$ cat src/rtl/udm_uart_pkg.sv
// ---------------------------------------------------------------------------
// udm_uart_pkg
// Shared definitions for the UDM debug-link UART (transmitter and receiver).
//   - uart_state_e : frame-level state of a UART serialiser / deserialiser
//   - UART_DATA_W  : data bits per frame (fixed at 8)
//   - DIV_*        : clocks-per-bit divider values for a 100 MHz system clock
//   - parity_bit() : parity bit value for a data byte
// ---------------------------------------------------------------------------
package udm_uart_pkg;

    localparam int UART_DATA_W = 8;

    // Bit-period divider values at 100 MHz.
    localparam int DIV_115200 = 868;
    localparam int DIV_19200  = 5208;
    localparam int DIV_9600   = 10416;

    typedef enum logic [2:0] {
        IDLE,
        START,
        DATA,
        PARITY,
        STOP
    } uart_state_e;

    // Even parity is the XOR of the data bits; odd parity is its inverse.
    function automatic logic parity_bit(input logic [UART_DATA_W-1:0] data,
                                        input logic                   odd);
        return (^data) ^ odd;
    endfunction

endpackage

$ cat src/rtl/udm_uart_bitcnt.sv
// ---------------------------------------------------------------------------
// udm_uart_bitcnt
// Loadable down-counter that marks the last clock of a UART bit.
// The owner loads (period - 1) at every bit boundary; bit_end_o is high on
// the cycle the count reaches zero, i.e. the final cycle of the current bit.
//   clk_i       : system clock
//   arst_i      : asynchronous active-high reset
//   load_i      : reload the counter this cycle
//   load_val_i  : value to load (clocks in the bit minus one)
//   bit_end_o   : counter is at zero (last cycle of the bit)
// ---------------------------------------------------------------------------
module udm_uart_bitcnt #(
    parameter int CNT_W = 32
) (
    input  logic             clk_i,
    input  logic             arst_i,
    input  logic             load_i,
    input  logic [CNT_W-1:0] load_val_i,
    output logic             bit_end_o
);

    logic [CNT_W-1:0] cnt_q;
    logic [CNT_W-1:0] cnt_d;

    // NOTE: every variable assigned in always_comb gets a default first, so
    // no path through the block can leave it unassigned and infer a latch.
    always_comb begin
        cnt_d = cnt_q;
        if (load_i) begin
            cnt_d = load_val_i;
        end else if (cnt_q != '0) begin
            cnt_d = cnt_q - 1'b1;
        end
    end

    // NOTE: state is updated with non-blocking assignments so every flop
    // samples the pre-edge values, independent of statement order.
    always_ff @(posedge clk_i or posedge arst_i) begin
        if (arst_i) begin
            cnt_q <= '0;
        end else begin
            cnt_q <= cnt_d;
        end
    end

    assign bit_end_o = (cnt_q == '0);

endmodule

$ cat src/rtl/udm_uart_tx.sv
// ---------------------------------------------------------------------------
// udm_uart_tx
// Device-side UART transmitter for the UDM debug link response path.
// Bytes arrive over a valid/ready handshake into a one-entry holding buffer
// and are sent as: start bit, 8 data bits LSB first, optional parity bit,
// one or two stop bits. Consecutive bytes are sent with no idle gap.
// Line configuration is latched at the start of every frame.
//   clk_i        : system clock
//   arst_i       : asynchronous active-high reset
//   bit_period_i : clocks per bit (0 and 1 both mean 1)
//   parity_en_i  : insert a parity bit
//   parity_odd_i : 1 = odd parity, 0 = even parity
//   stop2_i      : 1 = two stop bits, 0 = one stop bit
//   tx_valid_i   : byte offered
//   tx_data_i    : byte to send
//   tx_ready_o   : holding buffer free (registered)
//   tx_o         : serial line, idles high (registered)
//   busy_o       : a frame is on the line
// ---------------------------------------------------------------------------
module udm_uart_tx
    import udm_uart_pkg::*;
#(
    parameter int BIT_PERIOD_W = 32,
    parameter int DATA_W       = UART_DATA_W
) (
    input  logic                    clk_i,
    input  logic                    arst_i,
    input  logic [BIT_PERIOD_W-1:0] bit_period_i,
    input  logic                    parity_en_i,
    input  logic                    parity_odd_i,
    input  logic                    stop2_i,
    input  logic                    tx_valid_i,
    input  logic [DATA_W-1:0]       tx_data_i,
    output logic                    tx_ready_o,
    output logic                    tx_o,
    output logic                    busy_o
);

    uart_state_e             state_q,     state_d;
    logic [DATA_W-1:0]       shift_q,     shift_d;
    logic [2:0]              bit_idx_q,   bit_idx_d;
    logic                    stop_idx_q,  stop_idx_d;
    logic                    buf_valid_q, buf_valid_d;
    logic [DATA_W-1:0]       buf_data_q,  buf_data_d;
    logic [BIT_PERIOD_W-1:0] period_m1_q, period_m1_d;
    logic                    parity_en_q, parity_en_d;
    logic                    stop2_q,     stop2_d;
    logic                    parity_q,    parity_d;
    logic                    tx_q,        tx_d;

    logic                    xfer;
    logic                    bit_end;
    logic                    frame_done;
    logic                    start_slot;
    logic                    start_now;
    logic [DATA_W-1:0]       start_byte;
    logic [BIT_PERIOD_W-1:0] eff_period;
    logic                    cnt_load;
    logic [BIT_PERIOD_W-1:0] cnt_load_val;

    assign tx_ready_o = !buf_valid_q;
    assign xfer       = tx_valid_i && tx_ready_o;

    // A period of 0 behaves like 1 so the counter never needs to wrap.
    assign eff_period = (bit_period_i > BIT_PERIOD_W'(1)) ? bit_period_i
                                                          : BIT_PERIOD_W'(1);

    // Last cycle of the final stop bit: the line is free from the next cycle.
    assign frame_done = (state_q == STOP) && bit_end && (!stop2_q || stop_idx_q);
    assign start_slot = (state_q == IDLE) || frame_done;

    udm_uart_bitcnt #(
        .CNT_W (BIT_PERIOD_W)
    ) u_bitcnt (
        .clk_i      (clk_i),
        .arst_i     (arst_i),
        .load_i     (cnt_load),
        .load_val_i (cnt_load_val),
        .bit_end_o  (bit_end)
    );

    always_comb begin
        state_d      = state_q;
        shift_d      = shift_q;
        bit_idx_d    = bit_idx_q;
        stop_idx_d   = stop_idx_q;
        buf_valid_d  = buf_valid_q;
        buf_data_d   = buf_data_q;
        period_m1_d  = period_m1_q;
        parity_en_d  = parity_en_q;
        stop2_d      = stop2_q;
        parity_d     = parity_q;
        cnt_load     = 1'b0;
        cnt_load_val = period_m1_q;
        start_now    = 1'b0;
        start_byte   = buf_data_q;

        if (start_slot) begin
            // The buffered byte has priority; otherwise a byte offered right
            // now bypasses the buffer so the frame starts with no gap.
            if (buf_valid_q) begin
                start_now   = 1'b1;
                start_byte  = buf_data_q;
                buf_valid_d = 1'b0;
            end else if (xfer) begin
                start_now  = 1'b1;
                start_byte = tx_data_i;
            end else begin
                state_d = IDLE;
            end
        end else begin
            if (xfer) begin
                buf_valid_d = 1'b1;
                buf_data_d  = tx_data_i;
            end
            if (bit_end && (state_q != IDLE)) begin
                cnt_load = 1'b1;
                unique case (state_q)
                    START: begin
                        state_d   = DATA;
                        bit_idx_d = '0;
                    end
                    DATA: begin
                        if (bit_idx_q == 3'(DATA_W - 1)) begin
                            state_d    = parity_en_q ? PARITY : STOP;
                            stop_idx_d = 1'b0;
                        end else begin
                            bit_idx_d = bit_idx_q + 3'd1;
                            shift_d   = shift_q >> 1;
                        end
                    end
                    PARITY: begin
                        state_d    = STOP;
                        stop_idx_d = 1'b0;
                    end
                    STOP: begin
                        // Only reached on the first of two stop bits.
                        stop_idx_d = 1'b1;
                    end
                    default: begin
                        state_d = state_q;
                    end
                endcase
            end
        end

        if (start_now) begin
            state_d      = START;
            shift_d      = start_byte;
            bit_idx_d    = '0;
            stop_idx_d   = 1'b0;
            period_m1_d  = eff_period - 1'b1;
            parity_en_d  = parity_en_i;
            stop2_d      = stop2_i;
            parity_d     = parity_bit(start_byte, parity_odd_i);
            cnt_load     = 1'b1;
            cnt_load_val = eff_period - 1'b1;
        end

        // The line level is registered, so it is derived from the next state.
        unique case (state_d)
            IDLE:    tx_d = 1'b1;
            START:   tx_d = 1'b0;
            DATA:    tx_d = shift_d[0];
            PARITY:  tx_d = parity_d;
            STOP:    tx_d = 1'b1;
            default: tx_d = 1'b1;
        endcase
    end

    always_ff @(posedge clk_i or posedge arst_i) begin
        if (arst_i) begin
            state_q     <= IDLE;
            shift_q     <= '0;
            bit_idx_q   <= '0;
            stop_idx_q  <= 1'b0;
            buf_valid_q <= 1'b0;
            buf_data_q  <= '0;
            period_m1_q <= '0;
            parity_en_q <= 1'b0;
            stop2_q     <= 1'b0;
            parity_q    <= 1'b0;
            tx_q        <= 1'b1;
        end else begin
            state_q     <= state_d;
            shift_q     <= shift_d;
            bit_idx_q   <= bit_idx_d;
            stop_idx_q  <= stop_idx_d;
            buf_valid_q <= buf_valid_d;
            buf_data_q  <= buf_data_d;
            period_m1_q <= period_m1_d;
            parity_en_q <= parity_en_d;
            stop2_q     <= stop2_d;
            parity_q    <= parity_d;
            tx_q        <= tx_d;
        end
    end

    assign tx_o   = tx_q;
    assign busy_o = (state_q != IDLE);

endmodule

$ cat config.mk
export PLATFORM = sky130hd
export DESIGN_NAME = udm_uart_tx
export DESIGN_NICKNAME = d
export VERILOG_FILES = /design/src/rtl/udm_uart_pkg.sv /design/src/rtl/udm_uart_bitcnt.sv /design/src/rtl/udm_uart_tx.sv
export SDC_FILE = /design/constraint.sdc
export NUM_CORES = 1
export LEC_CHECK = 0
export BUFFER_PORTS_ARGS = -buffer_cell sky130_fd_sc_hd__buf_4
export CELL_PAD_IN_SITES_DETAIL_PLACEMENT = 1
export CELL_PAD_IN_SITES_GLOBAL_PLACEMENT = 2
export CORE_MARGIN = 8
export CORE_UTILIZATION = 34
export DETAILED_ROUTE_END_ITERATION = 10
export PLACE_DENSITY_LB_ADDON = 0.1
export SLEW_MARGIN = 20
export SYNTH_ARGS = -nofsm -noshare
export SYNTH_HDL_FRONTEND = slang
export SYNTH_SLANG_ARGS = --single-unit
$ cat constraint.sdc
create_clock -name clk_i -period 3 [get_ports clk_i]
set_clock_uncertainty 0.2 [all_clocks]
set_input_delay 0.3 -clock clk_i [delete_from_list [all_inputs] [get_ports clk_i]]
set_output_delay 0.3 -clock clk_i [all_outputs]
set_load 0.05 [all_outputs]
==> results of run 1 <==
## synthesized netlist by cell type, types with 2 or more instances
cell      instances
a21o_1            7
ha_1              4
mux2i_1          14
o31a_1            2
nand2_1          38
a22oi_1           8
xor2_1           21
a211o_1           3
or4_1            11
dfrtp_1          91
nor4_1           21
or2_2             5
o221a_2           2
a21oi_1          35
nand3_1          15
o211a_1           3
xnor2_1          34
nand4_1           9
buf_2             6
and4_1            3
or3_1            11
a221o_1           7
or3b_2            2
o41ai_1           3
nor3b_1           3
and3_1            6
a21boi_0          3
nor3_1           29
nand2b_1          4
clkbuf_1         21
mux2_2           16
o21ai_0          14
nor2_1           58
and2_1            2
nor2b_1           5
o21a_1            9
o31ai_1           6
o211ai_1          5
a211oi_1          6
a221oi_1          2
inv_1            16
## metal layers
layer	wire, µm	up-vias
met2	7930	76
li1	-	2346
met4	229	0
met1	8020	2387
met5	0	-
met3	466	13
## cell type report
type | instances | area (µm²)
repair buffers | 125 | 1000
clock inverters | 6 | 63.8
fillers | 1850 | 8720
well taps | 216 | 270
clock buffers | 10 | 229
multi-input cells | 446 | 3060
inverters | 16 | 61.3
flip-flops and latches | 92 | 2300
## critical path, cell delays in order (launching register included)
cell,delay (ns)
dfrtp_1,0.38
inv_1,0.06
ha_1,0.17
buf_4,0.13
nor4b_2,0.23
buf_4,0.17
nand4_1,0.13
nor4_1,0.24
buf_4,0.18
mux2_2,0.35
and3_1,0.18
or3_1,0.34
## state kept, by name, indices dropped and copies added, names as in the netlist
signal / count
period_m1_q: 32
u_bitcnt.cnt_q: 32
buf_data_q: 8
shift_q: 8
bit_idx_q: 3
state_q: 3
buf_valid_q: 1
parity_en_q: 1
parity_q: 1
stop2_q: 1
stop_idx_q: 1
tx_o: 1
## per-stage QoR
stage               setup WS (ns)  area (µm²)
finish                      0.149        6990
CTS                       0.00569        6950
detailed placement         -0.255        6630
global placement           -0.185        6630
global route              -0.0162        6990
floorplan                  -0.238        5500
## path summary, 6_finish.rpt
check                                              startpoint                        end  slack (ns)  cells past startpoint
worst max-delay path            u_bitcnt.cnt_q[0]$_DFFE_PP0P_             tx_o$_DFF_PP1_        0.15                     11
worst min-delay path                             tx_data_i[7]  buf_data_q[7]$_DFFE_PP0P_        0.01                      2
worst max register to register  u_bitcnt.cnt_q[0]$_DFFE_PP0P_             tx_o$_DFF_PP1_        0.15                     11
worst min register to register      period_m1_q[27]$_DFF_PP0_  period_m1_q[27]$_DFF_PP0_        0.28                      1
max in group asynchronous                              arst_i   period_m1_q[7]$_DFF_PP0_        1.52                      4
min in group asynchronous                              arst_i   bit_idx_q[2]$_DFFE_PP0P_        0.34                      3
## repair_timing
| item | 4_1_cts | 5_1_grt |
|---|---|---|
| setup endpoints to repair | 0 | 37 |
| hold buffers | 3 | 0 |
| setup buffers | 0 | 0 |
| hold endpoints to repair | 30 | 0 |
| gates resized for setup | 0 | 8 |
## where the power goes
part,total [µW],switching [µW],internal [µW]
logic,1720,836,886
registers,2220,434,1790
clock network,1160,509,646
total,5100,1780,3320
## cells in the final DEF (no fill, tap or decap), drive strengths merged, types with 15 or more instances in the layout
cell   instances
buf          122
dfrtp         91
nor2          58
nand2         38
a21oi         35
xnor2         34
nor3          29
nor4          22
xor2          21
inv           16
mux2          16
nand3         15
o21ai         15
## cells by family after synthesis
group / Yosys count
adders and majority gates: 4
DFF: 92
AOI/OAI and AO/OA: 125
xor gates and xnor gates: 55
and+or+nand+nor: 232
buffers and inverters: 44
muxes: 30
==> summary.txt, run 1 <==
Outcome
  • Outcome: finished clean

Synth
  • Most used DFF post-synth: dfrtp_1
  • Simple-Gate Fraction of Synth Area: between 20% and 30%
  • Yosys top cell area share: ~42%
  • Syn Area/Cell: slightly above 9 µm²
  • Asr flop ratio synth: 100%
  • Syn Inst Count: 582
  • Mapped Area: about 5400 µm²
  • Post-synthesis mux area share: between 5 and 6%
  • Largest family of logic cells by synthesized area: simple AND/OR/NAND/NOR gates
  • Post-synthesis xor/xnor area fraction: under 10%
  • Synth Area in Compound Gates: 16.1%
  • Post-synth net total: 632
  • Synth unique cells: 63
  • Post-synth EDFFs: 0
  • Sequential-to-total area share from yosys stat: 42.5%
  • Post-synthesis adder-cell area fraction: less than 1%
  • Yosys warning count: 0
  • Seq cells post-synth: around 90
  • Synth top area cells: dfrtp_1 (42%), xnor2_1 (5.5%), nor2_1 (4.0%)
  • Area leader, netlist: dfrtp_1

GRT
  • GRT Max-Usage Layer: met2
  • Grt met2 use: between 20% and 30%
  • Largest net degree at the start of global routing: 64
  • All-Layer GR Usage: between 10% and 20%
  • Met3 Track Usage GR: slightly above 3%
  • Routing usage on met1: a little under a quarter
  • Remaining global-route overflow: 0
  • Vias in the first global route: ~5100
  • First-pass GRT wire length: roughly 28 mm
  • Antenna violations before repair: 0

Power
  • IR Drop Worst-Case VDD: between 0.3 and 0.4 mV
  • P_leak: roughly 0.0029 µW
  • Power Dens Cells: 730 nW/µm²
  • Tot Pwr: a little over 5000 µW

Floorplan
  • Ports: 49
  • Starting Density: 34.5%
  • Total core area: 15700 µm²
  • FP Rows: 46
  • Die area: between 20000 and 25000 µm²
  • Die height: between 100 and 150 µm
  • Die X-Extent: 142 µm

Route
  • DRC Markers: 0
  • DRT Wirelength: between 15 and 20 mm
  • Vias per std cell: 5.29
  • Via count of the routed design: between 4000 and 5000
  • TritonRoute pass-1 iters: 4
  • Post-route ant nets: 0
  • DR WL/cell: 18.3 µm
  • 1st-iter DRT viols: 216

STA
  • Setup violations, final: 0
  • Worst slew margin: between 60% and 70%
  • Setup_tns: 0 ns
  • Max-slew violation count: 0
  • Min Tclk post-route: 2.85 ns
  • Final Cycle Share: between 90% and 100%
  • Min Hold Slack: ~0.0099 ns
  • Hold Fails Final Rpt: 0
  • Max Clk Rate: around 350 MHz
  • Slew @ Worst Pin: between 0.5 and 0.6 ns

Final layout
  • Layout cells sized above 1: a little over a quarter
  • Net count, final: 740
  • Final Core Density: ~44%
  • Non-Filler Instances: around 900
  • Synth-to-layout area growth: 29.0%
  • Antenna diodes: 0

Clocking
  • TritonCTS buffer count: 9
  • Max Buffers Root-to-Sink: 2
  • CTS Sinks: 92
  • Worst-path clk slew: ~0.07 ns
  • Root Buffer: clkbuf_16
  • Clock H-tree levels: 3
  • CTS tree: built
  • Clk Latency, worst-skew pair: between 0.3 and 0.4 ns

Flow run
  • Maxcap violations: 0

Place
  • Post-DP HPWL: roughly 13 mm
  • IO buf count: 48
  • Placer Congestion: ~0.78
  • Dpl cells: 892

Worst hold path
  • Hold WC Path Type: in -> reg

Setup path
  • Critical Path Source Type: register
  • Worst Path Arrival: 2.93 ns
  • Critical path type: reg -> reg
  • Crit path max fanout: 3
  • Critical path endpoint category: register
  • CP required: a little over 3 ns
No activity file was read; power rests on OpenSTA's default activity.
==> inputs of run 2 (changes only) <==
Settings changed: SYNTH_HIERARCHICAL set to 1.
==> run 2 against run 1 <==
  * Clock power increased by 7%
  * Hold slack better by 0.0021 ns
  * Utilization is 0.078 points higher
  * Synthesized cell count decreased by 5.7%
  * Die area shrank 2.2%
  * Critical path type unchanged
==> summary.txt, run 2 <==
STA
  • Setup violations, final: 0
  • Max-slew violation count: 0
  • Hold Fails Final Rpt: 0
  • Final Cycle Share: approximately 97%
  • Worst slew margin: approximately 45%
  • Max Clk Rate: about 340 MHz
  • Setup_tns: 0 ns
  • Min Tclk post-route: 2.91 ns
  • Slew @ Worst Pin: 0.828 ns

Route
  • DRT Wirelength: around 17 mm
  • Via count of the routed design: 4444
  • DRC Markers: 0
  • Vias per std cell: roughly 5.3
  • TritonRoute pass-1 iters: 4
  • Post-route ant nets: 0
  • DR WL/cell: 19.7 µm
  • 1st-iter DRT viols: roughly 190

Floorplan
  • FP Rows: 45
  • Die area: 19800 µm²
  • Ports: slightly below 50
  • Starting Density: a little over a third
  • Die height: approximately 140 µm
  • Die X-Extent: ~140 µm
  • Total core area: 15200 µm²

Final layout
  • Most used cells in the layout excluding fill and tap cells: nand2_1 (94), dfrtp_1 (89), buf_4 (89)
  • Final instance area: about 6800 µm²
  • Layout cells sized above 1: a little over a quarter
  • Fillers: approximately 1700
  • Most common cell after layout, fill and taps aside: nand2_1
  • Antenna diodes: 0
  • Largest regs: period_m1_q: 32 flops, u_bitcnt/cnt_q: 32 flops
  • Net count, final: approximately 700
  • Synth-to-layout area growth: 28.3%

Place
  • Placer Congestion: around 0.86
  • Area after DPL: approximately 6000 µm²
  • Post-DP HPWL: about 12 mm
  • IO buf count: 48

Synth
  • Yosys warning count: 6
  • Syn Inst Count: approximately 550
  • Post-synth EDFFs: 0
  • Syn Area/Cell: ~9.6 µm²
  • Most common cell in the netlist: nand2_1
  • Area leader, netlist: dfrtp_1
  • Asr flop ratio synth: between 90% and 100%
  • Yosys top cell area share: around 43%
  • Most used DFF post-synth: dfrtp_1
  • Synth top area cells: dfrtp_1 (43%), xnor2_1 (7.5%), nand2_1 (6.8%)
  • Sequential-to-total area share from yosys stat: between 40% and 50%
  • Post-synth net total: ~600
  • Mapped Area: 5280 µm²
  • Post-synth top cells: nand2_1 (95), dfrtp_1 (91), xnor2_1 (45)
  • Seq cells post-synth: slightly above 90
  • Synth unique cells: 60

Setup path
  • Critical path type: reg -> reg
  • Crit path max fanout: 6
  • Worst Path Arrival: a little under 3 ns
  • Critical path endpoint category: register
  • CP required: 3.07 ns
  • Critical Path Source Type: register

Clocking
  • Max Buffers Root-to-Sink: 2
  • TritonCTS buffer count: 9
  • CTS tree: built
  • Root Buffer: clkbuf_16
  • Worst-path clk slew: approximately 0.070 ns
  • Clock H-tree levels: 3
  • Clk Latency, worst-skew pair: ~0.35 ns
  • CTS Sinks: about 90

GRT
  • Antenna violations before repair: 0
  • Largest net degree at the start of global routing: 62
  • Remaining global-route overflow: 0
  • Vias in the first global route: 4640
  • First-pass GRT wire length: 25.9 mm
  • All-Layer GR Usage: about 17%

Power
  • IR Drop Worst-Case VDD: 0.319 mV
  • Power Dens Cells: ~740 nW/µm²
  • P_leak: 0.00278 µW

Worst hold path
  • Hold WC Path Type: in -> reg

Outcome
  • Outcome: finished clean

Flow run
  • Maxcap violations: 0
==> run 2: cell families after synthesis <==
family,after synthesis,synth area share [%]
flip-flops,92,43.6
multiplexers,19,3.89
buffers and inverters,30,2.77
adder cells (fa/ha/maj),4,0.948
AND/OR/NAND/NOR,234,24.7
XOR/XNOR,64,11.1
AO/OA/AOI/OAI,106,12.9
==> run 2: final cells by class <==
cell class,count,area [µm²],share of cell area (%)
multi-input combinational,428,2950,43.6
sequential,92,2310,34.0
timing repair buffer,107,932,13.8
tap,188,235,3.47
clock buffer,9,225,3.32
clock inverter,6,88.8,1.31
inverter,9,33.8,0.499
==> run 2: final timing paths <==
kind                                                    start                             to  slack (ns)  cells after the start
worst max register to register  u_bitcnt/cnt_q[4]$_DFFE_PP0P_                 tx_o$_DFF_PP1_        0.09                      9
min in group asynchronous                              arst_i       period_m1_q[4]$_DFF_PP0_        0.33                      3
worst min-delay path                             tx_data_i[2]      buf_data_q[2]$_DFFE_PP0P_        0.01                      2
worst min register to register      period_m1_q[27]$_DFF_PP0_      period_m1_q[27]$_DFF_PP0_        0.27                      2
worst max-delay path            u_bitcnt/cnt_q[4]$_DFFE_PP0P_                 tx_o$_DFF_PP1_        0.09                      9
max in group asynchronous                              arst_i  u_bitcnt/cnt_q[8]$_DFFE_PP0P_        1.48                      4
==> run 2: what timing repair did <==
item	in CTS	in global routing
hold buffers	8	0
resized for setup	4	29
hold endpoints to repair	43	0
gates cloned	0	5
setup endpoints to repair	4	39
pin swaps	0	7
buffers inserted	0	10
==> run 2: power breakdown <==
| part | total, µW | switching (µW) | internal [µW] | leakage (µW) |
|---|---|---|---|---|
| Sequential | 2130 | 402 | 1730 | 0.00113 |
| Clock | 1240 | 511 | 728 | 0.000148 |
| Combinational | 1670 | 835 | 840 | 0.00151 |
==> run 2: critical path, cell delays in order (launching register included) <==
cell,delay (ns)
dfrtp_2,0.44
nor4_4,0.38
nand4_4,0.16
nor4_4,0.35
buf_4,0.20
nand2b_4,0.08
or3_4,0.37
mux2i_2,0.20
a211oi_1,0.10
or3_1,0.35
==> run 2: through the flow <==
step / setup slack (ns) / util [%] / hold WS, ns / instances / power (µW)
final: 0.0913 / 44.6 / 0.0120 / 839 / 5040
after global routing: -0.0328 / 44.6 / 0.00525 / 839 / 5390
after CTS: 0.0110 / 42.9 / 0.000736 / 824 / 4970
after detailed placement: -0.0789 / 40.3 / 0.153 / 801 / 3690
after global placement: -0.0148 / 40.3 / 0.147 / 801 / 3640
after floorplan: -0.0857 / - / 0.205 / 549 / 3170
==> run 2: routing by layer <==
layer	part of all wire, %	global-route usage, %	vias up
met2	44	25.1	69
met4	1.3	5.09	0
met3	3.3	2.36	14
li1	-	-	2147
met1	51	23.7	2214
met5	0	0	-
